===== src/rtl/minibus_arbiter2.sv =====
// Two-master round-robin arbiter in front of a single minibus slave (on-chip RAM).
// The grant is held until the transaction ends; a watchdog turns a stalled slave into an error response.
module minibus_arbiter2 #(
  parameter int ADDR_W  = 32,
  parameter int DATA_W  = 32,
  parameter int TIMEOUT = 16
) (
  input  logic              clk,
  input  logic              nrst,
  // master 0: instruction fetch
  input  logic              m0_sel,
  input  logic              m0_ren,
  input  logic              m0_wen,
  input  logic [ADDR_W-1:0] m0_addr,
  input  logic [DATA_W-1:0] m0_wdata,
  input  logic [1:0]        m0_width,
  output logic [DATA_W-1:0] m0_rdata,
  output logic              m0_ack,
  output logic              m0_err,
  // master 1: data access
  input  logic              m1_sel,
  input  logic              m1_ren,
  input  logic              m1_wen,
  input  logic [ADDR_W-1:0] m1_addr,
  input  logic [DATA_W-1:0] m1_wdata,
  input  logic [1:0]        m1_width,
  output logic [DATA_W-1:0] m1_rdata,
  output logic              m1_ack,
  output logic              m1_err,
  // shared slave
  output logic              s_sel,
  output logic              s_ren,
  output logic              s_wen,
  output logic [ADDR_W-1:0] s_addr,
  output logic [DATA_W-1:0] s_wdata,
  output logic [1:0]        s_width,
  input  logic [DATA_W-1:0] s_rdata,
  input  logic              s_ack,
  input  logic              s_err,
  output logic [1:0]        grant
);

  localparam int CNT_W = (TIMEOUT > 2) ? $clog2(TIMEOUT) : 1;
  localparam logic [CNT_W-1:0] CNT_MAX = CNT_W'(TIMEOUT - 1);

  typedef enum logic [1:0] {
    IDLE = 2'd0,
    G0   = 2'd1,
    G1   = 2'd2
  } state_t;

  state_t           state, state_nxt;
  logic             last, last_nxt;       // master that held the most recent grant
  logic [CNT_W-1:0] wd_cnt, wd_cnt_nxt;

  // Fields of whichever master the current state points at.
  logic              cur_sel, cur_ren, cur_wen;
  logic [ADDR_W-1:0] cur_addr;
  logic [DATA_W-1:0] cur_wdata;
  logic [1:0]        cur_width;
  logic              illegal, timeout;

  // Response destined for the granted master.
  logic              rsp_ack, rsp_err;
  logic [DATA_W-1:0] rsp_rdata;

  // NOTE: reset is synchronous here, so it lives inside the clocked branch rather than the sensitivity list.
  // NOTE: sequential state uses <= so every register samples the pre-edge value of its peers.
  always_ff @(posedge clk) begin
    if (!nrst) begin
      state  <= IDLE;
      last   <= 1'b1;
      wd_cnt <= '0;
    end else begin
      state  <= state_nxt;
      last   <= last_nxt;
      wd_cnt <= wd_cnt_nxt;
    end
  end

  always_comb begin
    if (state == G1) begin
      cur_sel   = m1_sel;
      cur_ren   = m1_ren;
      cur_wen   = m1_wen;
      cur_addr  = m1_addr;
      cur_wdata = m1_wdata;
      cur_width = m1_width;
    end else begin
      cur_sel   = m0_sel;
      cur_ren   = m0_ren;
      cur_wen   = m0_wen;
      cur_addr  = m0_addr;
      cur_wdata = m0_wdata;
      cur_width = m0_width;
    end
    illegal = (cur_ren & cur_wen) | (cur_width == 2'b11);
    timeout = (wd_cnt == CNT_MAX) & ~s_ack;
  end

  // NOTE: every output of this block gets a default first, so no path can infer a latch.
  always_comb begin
    state_nxt  = state;
    last_nxt   = last;
    wd_cnt_nxt = wd_cnt;
    s_sel      = 1'b0;
    s_ren      = 1'b0;
    s_wen      = 1'b0;
    s_addr     = '0;
    s_wdata    = '0;
    s_width    = 2'b00;
    grant      = 2'b00;
    rsp_ack    = 1'b0;
    rsp_err    = 1'b0;
    rsp_rdata  = '0;

    unique case (state)
      IDLE: begin
        wd_cnt_nxt = '0;
        // Master 0 wins when alone or when master 1 was served last.
        if (m0_sel && (!m1_sel || last)) begin
          state_nxt = G0;
          last_nxt  = 1'b0;
        end else if (m1_sel) begin
          state_nxt = G1;
          last_nxt  = 1'b1;
        end
      end

      G0, G1: begin
        grant = (state == G1) ? 2'b10 : 2'b01;
        if (!cur_sel) begin
          // Master withdrew: release silently.
          state_nxt = IDLE;
        end else if (illegal) begin
          // Reject locally so the slave never sees a malformed access.
          rsp_ack   = 1'b1;
          rsp_err   = 1'b1;
          state_nxt = IDLE;
        end else begin
          s_ren   = cur_ren;
          s_wen   = cur_wen;
          s_addr  = cur_addr;
          s_wdata = cur_wdata;
          s_width = cur_width;
          if (timeout) begin
            rsp_ack   = 1'b1;
            rsp_err   = 1'b1;
            state_nxt = IDLE;
          end else begin
            s_sel     = 1'b1;
            rsp_ack   = s_ack;
            rsp_err   = s_err;
            rsp_rdata = s_rdata;
            if (s_ack) begin
              state_nxt = IDLE;
            end else if (wd_cnt != CNT_MAX) begin
              wd_cnt_nxt = wd_cnt + 1'b1;
            end
          end
        end
      end

      default: state_nxt = IDLE;
    endcase

    // While reset is asserted the bus is quiet regardless of the registered state.
    if (!nrst) begin
      s_sel     = 1'b0;
      s_ren     = 1'b0;
      s_wen     = 1'b0;
      s_addr    = '0;
      s_wdata   = '0;
      s_width   = 2'b00;
      grant     = 2'b00;
      rsp_ack   = 1'b0;
      rsp_err   = 1'b0;
      rsp_rdata = '0;
    end
  end

  // Only the granted master sees the response.
  assign m0_ack   = grant[0] & rsp_ack;
  assign m0_err   = grant[0] & rsp_err;
  assign m0_rdata = grant[0] ? rsp_rdata : '0;
  assign m1_ack   = grant[1] & rsp_ack;
  assign m1_err   = grant[1] & rsp_err;
  assign m1_rdata = grant[1] ? rsp_rdata : '0;

endmodule


===== config.mk =====
export PLATFORM = sky130hd
export DESIGN_NAME = minibus_arbiter2
export DESIGN_NICKNAME = d
export VERILOG_FILES = /design/src/rtl/minibus_arbiter2.sv
export SDC_FILE = /design/constraint.sdc
export NUM_CORES = 1
export LEC_CHECK = 0
export CORE_AREA = 4 4 120 122
export DETAILED_ROUTE_END_ITERATION = 10
export DIE_AREA = 0 0 124 126
export PLACE_DENSITY_LB_ADDON = 0.25
export RECOVER_POWER = 50
export SLEW_MARGIN = 10
export SYNTH_ARGS = -nofsm -noshare
export SYNTH_HDL_FRONTEND = slang
export SYNTH_SLANG_ARGS = --single-unit

===== constraint.sdc =====
create_clock -name clk -period 5.3 [get_ports clk]
set_input_delay 1.59 -clock clk [delete_from_list [all_inputs] [get_ports clk]]
set_output_delay 1.59 -clock clk [all_outputs]
set_load 0.1 [all_outputs]

==> summary.txt <==
Status
  – Status: complete, no violations

Setup path
  – Critical path origin: m1_sel
  – Critical path class: in -> out
  – Reg2reg end: wd_cnt[3]
  – Startpoint types: primary input
  – FF-to-FF Start: state[0]
  – Slowest-stage cell, CP: dlygate4sd3_1
  – CP cell instances: dlygate4sd3_1 > mux2_4 > nand2_1 > or3_4 > buf_12 > nor2_1 > clkbuf_4
  – R2R setup slack: 3.01 ns
  – WP data required: 3.71 ns
  – FF-to-FF path depth: 6
  – Worst Path Arrival: 3.54 ns
  – Max incr delay on CP: 0.61 ns
  – Setup crit end kind: primary output
  – Crit-path max FO: 28

Power
  – Peak supply drop: 0.000122 V
  – Pwr per Cell Area: 96.8 nW/um2
  – Total power: 0.000635 W
  – Static Leak: 2.51 nW

Die
  – Initial Util: 15.4%
  – Die Y: 126 um
  – Boundary pin count: 313
  – Core footprint: 13200 um2
  – DIE AREA: 15600 um2
  – Number of core rows: 42
  – Die width: 124 um

Worst hold path
  – Hold depth: 2
  – Hold Path End: last
  – Worst hold start: last
  – Hold Crit Class: reg -> reg

Timing
  – Max-slew violation count: 0
  – # setup viols final: 0
  – Hold Slack: 0.487 ns
  – Post-route clock period utilization: 96.8%
  – Rel. slew slack: 40.4%
  – Worst setup margin: 0.170 ns
  – Worst Tran Pin Value: 0.894 ns
  – RSZ-0062 raised after global routing: no
  – FMAX: 195 MHz
  – Crit path time final: 5.13 ns
  – Final hold violations: 0
  – Clock skew: 0.00122 ns

Layout
  – Most common cell after layout, fill and taps aside: clkdlybuf4s50_1
  – Antenna diode count: 0
  – Fin util: 49.7%
  – Commonest non-fill, non-tap cells in the layout: clkdlybuf4s50_1 (171), buf_12 (115), mux2i_1 (68), and2_1 (65), nor2_1 (60)
  – Final Cell Area: 6560 um2
  – Filler instances: 1205
  – Area delta synth->final: 224%
  – Share of layout cells above drive strength 1: 29.0%
  – Final Net Count: 779

Yosys
  – YS warnings: 0
  – Top post-synthesis cells by area: mux2i_1 (34%), and2_1 (20%), nor2_1 (14%), dfxtp_1 (6.9%), ha_1 (3.1%)
  – Avg Inst Size Synth: 6.78 um2
  – Primary FF master, synth: dfxtp_1
  – Seq/Total Area, Yosys: 6.91%
  – Asr flop ratio synth: 0%
  – Synth Instances: 299
  – Largest area contributor in the netlist: mux2i_1
  – Synth unique cells: 37
  – Mapped Area: 2030 um2
  – Yosys reg bits: 7
  – Synth top area share: 33.6%
  – Post-Syn Nets: 478
  – Number of synthesized flops with an enable pin: 0

Routing
  – Mean routed wirelength per cell: 18.7 um
  – Detail-routed via count per cell: 4.14
  – DRC marker count from the first detailed-route iteration: 114
  – Final antenna-violating net count: 0
  – Pre-Repair DR Iteration Count: 4
  – Via count: 3210
  – DRC violations left: 0
  – Routed WL: 14500 um

Place
  – IO buf count: 312
  – Placed instance area: 6900 um2
  – Setup WS pre-CTS: 0.182 ns
  – Hpwl dp: 12400 um
  – Routability congestion estimate: 0.816

Clocking
  – Resize count post-CTS: 0
  – Post-CTS setup buffers: 0
  – Cts bufs inserted: 3
  – Clock Sinks: 7
  – CTS clk-pin slew, worst paths: 0.04 ns
  – CTS root buffer: clkbuf_16
  – CTS tree: yes
  – H-Tree Depth: 1
  – Hold_buf cts: 0
  – Clock tree buffer depth: 2
  – Worst skew pair latency: 0.23 ns

Global route
  – GRT Residual Overflow: 0
  – Global-route wire length before repair: 20100 um
  – Largest net degree at the start of global routing: 54
  – Vias in the first global route: 3267
  – Total GRT Usage: 16.7%
  – Initial antenna violation count: 0

Job
  – Max-cap violation count: 0
-- per-stage QoR --
| stage | setup TNS (ns) | std cells |
|---|---|---|
| final | 0 | 775 |
| after global placement | 0 | 771 |
| after floorplan | -3.78 | 299 |
| after global routing | 0 | 775 |
| after detailed placement | 0 | 771 |
| after CTS | 0 | 775 |
-- synth_stat cells (all sizes together) (2+ instances only) --
cell type,number
nand2b,3
or2,2
ha,5
nor2,75
clkbuf,15
nand3,3
or4,2
and2,65
mux2i,68
o21ai,4
buf,10
nand4,2
a221oi,2
o211ai,2
dfxtp,7
nand2,9
nor4,2
nor3,2
inv,7
-- registers in the layout, summed over array words and instances (netlist names) --
name    cells
last        1
state       2
wd_cnt      4
-- final cells by class --
class / instances / area [um2] / area share (%)
tap: 176 / 220 / 3.36
timing repair buffer: 321 / 4270 / 65.2
multi-input combinational: 260 / 1820 / 27.7
sequential: 7 / 140 / 2.14
inverter: 7 / 26.3 / 0.401
clock buffer: 4 / 78.8 / 1.20
-- kinds of logic after synthesis --
| family | share of synthesized area [%] |
|---|---|
| AOI/OAI and AO/OA | 6.30 |
| buffers and inverters | 6.91 |
| muxes | 34.3 |
| DFF | 6.91 |
| and+or+nand+nor | 42.5 |
| adders and majority gates | 3.09 |
-- routing by layer --
metal / share of wire (%) / GRT usage (%) / up-vias
met2: 59 / 35.4 / 119
met4: 1.0 / 2.26 / 0
li1: - / - / 1600
met5: 0 / 0 / -
met1: 33 / 16.6 / 1483
met3: 7.0 / 2.69 / 8
-- power breakdown --
group | switching [W] | total, W | leakage [nW] | internal, W
combinational | 0.000234 | 0.000448 | 2.42 | 0.000214
sequential | 0.00000217 | 0.0000580 | 0.0571 | 0.0000558
clock | 0.0000288 | 0.000129 | 0.0382 | 0.000100
total | 0.000265 | 0.000635 | 2.51 | 0.000370
-- how the worst max path moves through the flow --
stage                               to  slack, ns
after floorplan             s_addr[21]      -0.26
after global placement    m1_rdata[27]       0.23
after detailed placement   m0_rdata[9]       0.18
after CTS                  m0_rdata[9]       0.18
after global routing       m0_rdata[0]       0.06
final                       s_addr[31]       0.17
-- critical path, delay by kind of cell --
kind,cells,cell delay (ns)
buffers and inverters,3,1.15
and+or+nand+nor,3,0.59
muxes,1,0.20
Power figures use the tool's default switching activity.
